===== config.mk =====
export PLATFORM = sky130hd
export DESIGN_NAME = rast_sample_iter
export DESIGN_NICKNAME = d
export VERILOG_FILES = /design/src/rtl/rast_sample_iter.sv
export SDC_FILE = /design/constraint.sdc
export NUM_CORES = 1
export LEC_CHECK = 0
export ABC_AREA = 1
export BUFFER_PORTS_ARGS = -buffer_cell sky130_fd_sc_hd__buf_2
export CORE_AREA = 2 2 288 290
export DETAILED_ROUTE_END_ITERATION = 7
export DIE_AREA = 0 0 290 292
export PLACE_DENSITY_LB_ADDON = 0.12
export SLEW_MARGIN = 20
export SYNTH_ARGS = -nofsm -noshare
export SYNTH_HDL_FRONTEND = slang
export SYNTH_SLANG_ARGS = --single-unit

===== constraint.sdc =====
create_clock -name clk -period 3.5 [get_ports clk]
set_input_delay 0 -clock clk [delete_from_list [all_inputs] [get_ports clk]]
set_output_delay 0 -clock clk [all_outputs]
set_load 0.005 [all_outputs]

===== src/rtl/rast_sample_iter.sv =====
// Sample iterator: accepts one micropolygon with its snapped bounding box and
// walks every subsample position inside the box in raster order.
module rast_sample_iter #(
    parameter int SIGFIG = 24,
    parameter int RADIX  = 10,
    parameter int VERTS  = 3,
    parameter int AXIS   = 3,
    parameter int COLORS = 3
) (
    input  logic                          clk,
    input  logic                          rst_n,
    input  logic                          tri_valid_i,
    output logic                          tri_ready_o,
    input  logic [VERTS*AXIS*SIGFIG-1:0]  tri_i,
    input  logic [COLORS*SIGFIG-1:0]      color_i,
    input  logic [SIGFIG-1:0]             box_ll_x_i,
    input  logic [SIGFIG-1:0]             box_ll_y_i,
    input  logic [SIGFIG-1:0]             box_ur_x_i,
    input  logic [SIGFIG-1:0]             box_ur_y_i,
    input  logic [3:0]                    ss_step_i,
    output logic                          samp_valid_o,
    input  logic                          samp_ready_i,
    output logic [VERTS*AXIS*SIGFIG-1:0]  samp_tri_o,
    output logic [COLORS*SIGFIG-1:0]      samp_color_o,
    output logic [SIGFIG-1:0]             samp_x_o,
    output logic [SIGFIG-1:0]             samp_y_o,
    output logic                          samp_last_o,
    output logic                          busy_o
);

    typedef enum logic {IDLE, WALK} state_t;

    state_t state, state_nxt;

    logic [VERTS*AXIS*SIGFIG-1:0] tri_q;
    logic [COLORS*SIGFIG-1:0]     color_q;
    logic [SIGFIG-1:0]            ll_x_q, ur_x_q, ur_y_q, step_q, x_q, y_q;
    logic [SIGFIG-1:0]            step_dec;
    logic [SIGFIG:0]              nx, ny;
    logic                         x_wrap, y_end, accept, adv;

    always_comb begin
        case (ss_step_i)
            4'b0100: step_dec = SIGFIG'(1) << (RADIX - 1);
            4'b0010: step_dec = SIGFIG'(1) << (RADIX - 2);
            4'b0001: step_dec = SIGFIG'(1) << (RADIX - 3);
            default: step_dec = SIGFIG'(1) << RADIX;
        endcase
    end

    // One extra bit so a step past the top of the signed range cannot wrap.
    assign nx     = {x_q[SIGFIG-1], x_q} + {step_q[SIGFIG-1], step_q};
    assign ny     = {y_q[SIGFIG-1], y_q} + {step_q[SIGFIG-1], step_q};
    assign x_wrap = $signed(nx) > $signed({ur_x_q[SIGFIG-1], ur_x_q});
    assign y_end  = $signed(ny) > $signed({ur_y_q[SIGFIG-1], ur_y_q});

    assign tri_ready_o = rst_n && (state == IDLE);
    assign accept      = tri_valid_i && tri_ready_o;
    assign adv         = (state == WALK) && samp_ready_i;

    always_ff @(posedge clk) begin
        if (!rst_n) state <= IDLE;
        else        state <= state_nxt;
    end

    always_comb begin
        state_nxt = state;
        case (state)
            IDLE: if (accept) state_nxt = WALK;
            WALK: if (adv && x_wrap && y_end) state_nxt = IDLE;
            default: state_nxt = IDLE;
        endcase
    end

    always_ff @(posedge clk) begin
        if (!rst_n) begin
            tri_q   <= '0;
            color_q <= '0;
            ll_x_q  <= '0;
            ur_x_q  <= '0;
            ur_y_q  <= '0;
            step_q  <= '0;
            x_q     <= '0;
            y_q     <= '0;
        end else if (accept) begin
            tri_q   <= tri_i;
            color_q <= color_i;
            ll_x_q  <= box_ll_x_i;
            ur_x_q  <= box_ur_x_i;
            ur_y_q  <= box_ur_y_i;
            step_q  <= step_dec;
            x_q     <= box_ll_x_i;
            y_q     <= box_ll_y_i;
        end else if (adv) begin
            if (!x_wrap) begin
                x_q <= nx[SIGFIG-1:0];
            end else begin
                x_q <= ll_x_q;
                y_q <= ny[SIGFIG-1:0];
            end
        end
    end

    assign samp_valid_o = (state == WALK);
    assign busy_o       = (state == WALK);
    assign samp_last_o  = (state == WALK) && x_wrap && y_end;
    assign samp_tri_o   = tri_q;
    assign samp_color_o = color_q;
    assign samp_x_o     = x_q;
    assign samp_y_o     = y_q;

endmodule


==> impl_results.md <==
* Outcome: complete, but fails checks
* Failing checks: negative setup slack
* Die H at 292 µm
* Vias at 19.7k
* Area Growth Syn to Fin at 67.7%
* Hpwl dp at 58,000 µm
* Crit path DAT at 3.67 ns
* CP peak stage delay at 0.36 ns
* Worst-Margin Slew at 1.33 ns
* Overall routed net length at 80,100 µm
* Site row count at 105
* Setup Skew at 0.0169 ns
* Pwr Total at 14.4 mW
* Core area at 81,600 µm²
* Slew HR at 11.3%
* Port Buffers at 731
* Cell area after layout at 28,600 µm²
* Seq cells post-synth at 413
* Initial antenna violation count at 7
* CTS H-Tree Depth at 2
* Post-synthesis sequential area ratio at 48.4%
* Vias/cell at 4.31
* Crit path top cell by count: nand2_2
* Post-Syn Instances at 2,324
* Ys async rst share at 0%
* Clock transition at path regs at 0.06 ns
* Min setup slack post-route at -0.171 ns
* Max-cap check violation count at 0
* Hold Crit Depth at 4
* Synth area leaders: dfxtp_1, nand2_1, nand3_1, ha_1, a21oi_1
* Most frequent cells in the layout: nand2_1, buf_2, dfxtp_1, dlygate4sd3_1, nand3_1
* Crit-path max FO at 4
* Area after DPL at 21,900 µm²
* Die area at 84,700 µm²
* Share of the synthesized area in the top cell type at 48.4%
* Worst Hold Class: in -> reg
* Chip Width at 290 µm
* CP bufs+invs at 4
* CTS Buf Count at 53
* Fin crit period at 3.67 ns
* CP required at 3.50 ns
* WL/cell at 17.5 µm
* Levels on crit path at 20
* Worst vdd ir at 340 µV
* TritonCTS Sinks at 413
* Number of global-route vias before repair at 19.7k
* Commonest non-fill, non-tap cell in the layout: nand2_1
* CP max-delay cell: fa_2
* First-pass GRT wire length at 119,000 µm
* Switch Pwr at 4.35 mW
* Distinct cells, synth at 34
* CTS tree: yes
* Placed insts at 4,026
* Non-filler cells, final at 4,569
* Crit path kind: reg -> out
* Largest area contributor in the netlist: dfxtp_1
* GRT overflow at 0
* GR Util met1 at 21.1%
* Finished Core Util at 35.1%
* Fin crit share at 105%
* Post-synth net total at 2,776
* CTS root buf: clkbuf_16
* Critical path launch point type: flip-flop
* Initial Util at 20.9%
* Ys flop type: dfxtp_1
* Fraction of layout cells with a size suffix above 1 at 28.2%
* Number of nets in the layout at 3,904
* Final Hold Violating Endpoints at 0
* FMAX at 272 MHz
* Top Usage Layer GRT: met2
* Drt drc at 0
* Number of flops mapped to enable cells by yosys at 0
* Met2 usage at 32.4%
* PwrDens at 502 nW/µm²
* DR pass1 iterations at 7
* Final setup vio count at 21
* GPL Wtd Cong at 0.878
* CTS max path bufs at 3
* Number of I/O pins at 732
* Sequential share of power at 37.2%
* Area of the mapped netlist at 17,100 µm²
* Combinational power share at 23.2%
* RSZ-0062 raised after global routing: true
* Top delay family on crit path: simple AND/OR/NAND/NOR gates
* Syn Area/Cell at 7.35 µm²
* Switching part of the total power at 30.3%
* Worst slack, placed at -0.0790 ns
* P_int at 10.0 mW
* Critical Path End Type: output pin
* Antenna-violating nets left at 0
* GRT met3 Usage at 4.47%
* GRT Overall Usage at 18.0%
* R2R depth at 23
* Worst-skew pair later-pin latency at 0.61 ns
* Clock power share at 39.5%
* Leakage power at 14.7 nW
* Synth warnings at 0
* Largest net degree at the start of global routing at 221
* 1st-iter DRT viols at 969
* Crit-path cells: ha_4 > inv_2 > fa_2 > o21ai_4 > nand2_2 > nor2_4 > nand2_2 > xor2_2 > inv_1 > ha_1 > nand2_2 > nor2_4 > nand4_1 > nor2_1 > nand2_2 > nand4_4 > buf_6 > nand3_4 > nor2_4 > buf_2
* Slew Limit Fails at 0
-- state kept, by name, summed over array words and instances (netlist names) --
signal	cells
samp_x_o	24
step_q	4
samp_color_o	72
samp_y_o	24
busy_o	1
ll_x_q	24
samp_tri_o	216
ur_x_q	24
ur_y_q	24
-- through the flow --
stage / hold slack, ns / TNS (ns)
2_1_floorplan: 0.110 / 0
3_3_place_gp: 0.195 / -1.12
6_report: 0.104 / -1.50
4_1_cts: 0.0649 / -0.158
3_5_place_dp: 0.197 / -1.02
5_1_grt: 0.0950 / -8.91
-- power by group through the flow --
stage,clock network [mW],registers (mW),logic (mW)
floorplan,0,5.43,1.30
global placement,0,5.43,2.54
detailed placement,0,5.43,2.56
CTS,5.88,5.34,3.15
global route,6.09,5.40,3.67
finish,5.68,5.35,3.33
-- synthesized netlist by cell type, types with 2 or more instances --
cell / instances
nor3_1: 8
nand3_1: 370
nand2_1: 814
clkbuf_1: 40
a21o_1: 2
o21ai_0: 83
nand3b_1: 8
nor4_1: 5
fa_1: 2
nand4_1: 7
dfxtp_1: 413
o21ai_1: 4
nor2_1: 81
ha_1: 58
a21oi_1: 123
buf_6: 3
xnor2_1: 4
buf_2: 71
a31oi_1: 2
xor2_1: 21
buf_1: 33
inv_1: 160
-- tightest hold or removal path, cell delays in order --
cell     delay (ns)
buf_8          0.15
buf_12         0.25
nand3_1        0.17
nand2_1        0.04
-- path summary, 6_finish.rpt --
check | startpoint | to | slack [ns]
setup reg to reg | samp_x_o[7] | samp_y_o[22] | -0.11
hold reg to reg | samp_tri_o[140] | samp_tri_o[140] | 0.46
setup / recovery | samp_x_o[7] | samp_last_o | -0.17
hold / removal | rst_n | samp_color_o[36] | 0.10
-- area by class of cell --
class                      instances  area (µm²)
antenna                            2        5.00
clock buffer                      76        1540
clock inverter                    24         265
fill                            8745       53000
inverter                         161         619
multi-input combinational       1602        8000
sequential                       413        8270
tap                             1070        1340
timing repair buffer            1221        8580
-- cell families after synthesis --
group           Yosys count  share of synthesized area [%]
simple gates           1299                           31.8
flops                   413                           48.4
buf+inv                 309                           7.47
compound gates          218                           6.51
fa+ha+maj                60                           4.48
xor+xnor                 25                           1.28
-- routing by layer --
| layer | up-vias | part of all wire [%] |
|---|---|---|
| met1 | 9244 | 41 |
| met2 | 579 | 50 |
| met3 | 140 | 6.4 |
| li1 | 9706 | - |
| met4 | 12 | 2.7 |
| met5 | - | 0.072 |
-- timing repair --
item / CTS / global route
cloned: 0 / 3
pin swaps: 26 / 30
hold buffers: 407 / 0
gates resized for setup: 58 / 80
hold endpoints to repair: 413 / 0
setup buffers: 26 / 8
endpoints found under the setup margin: 28 / 43
(Power assumes the default switching activity.)
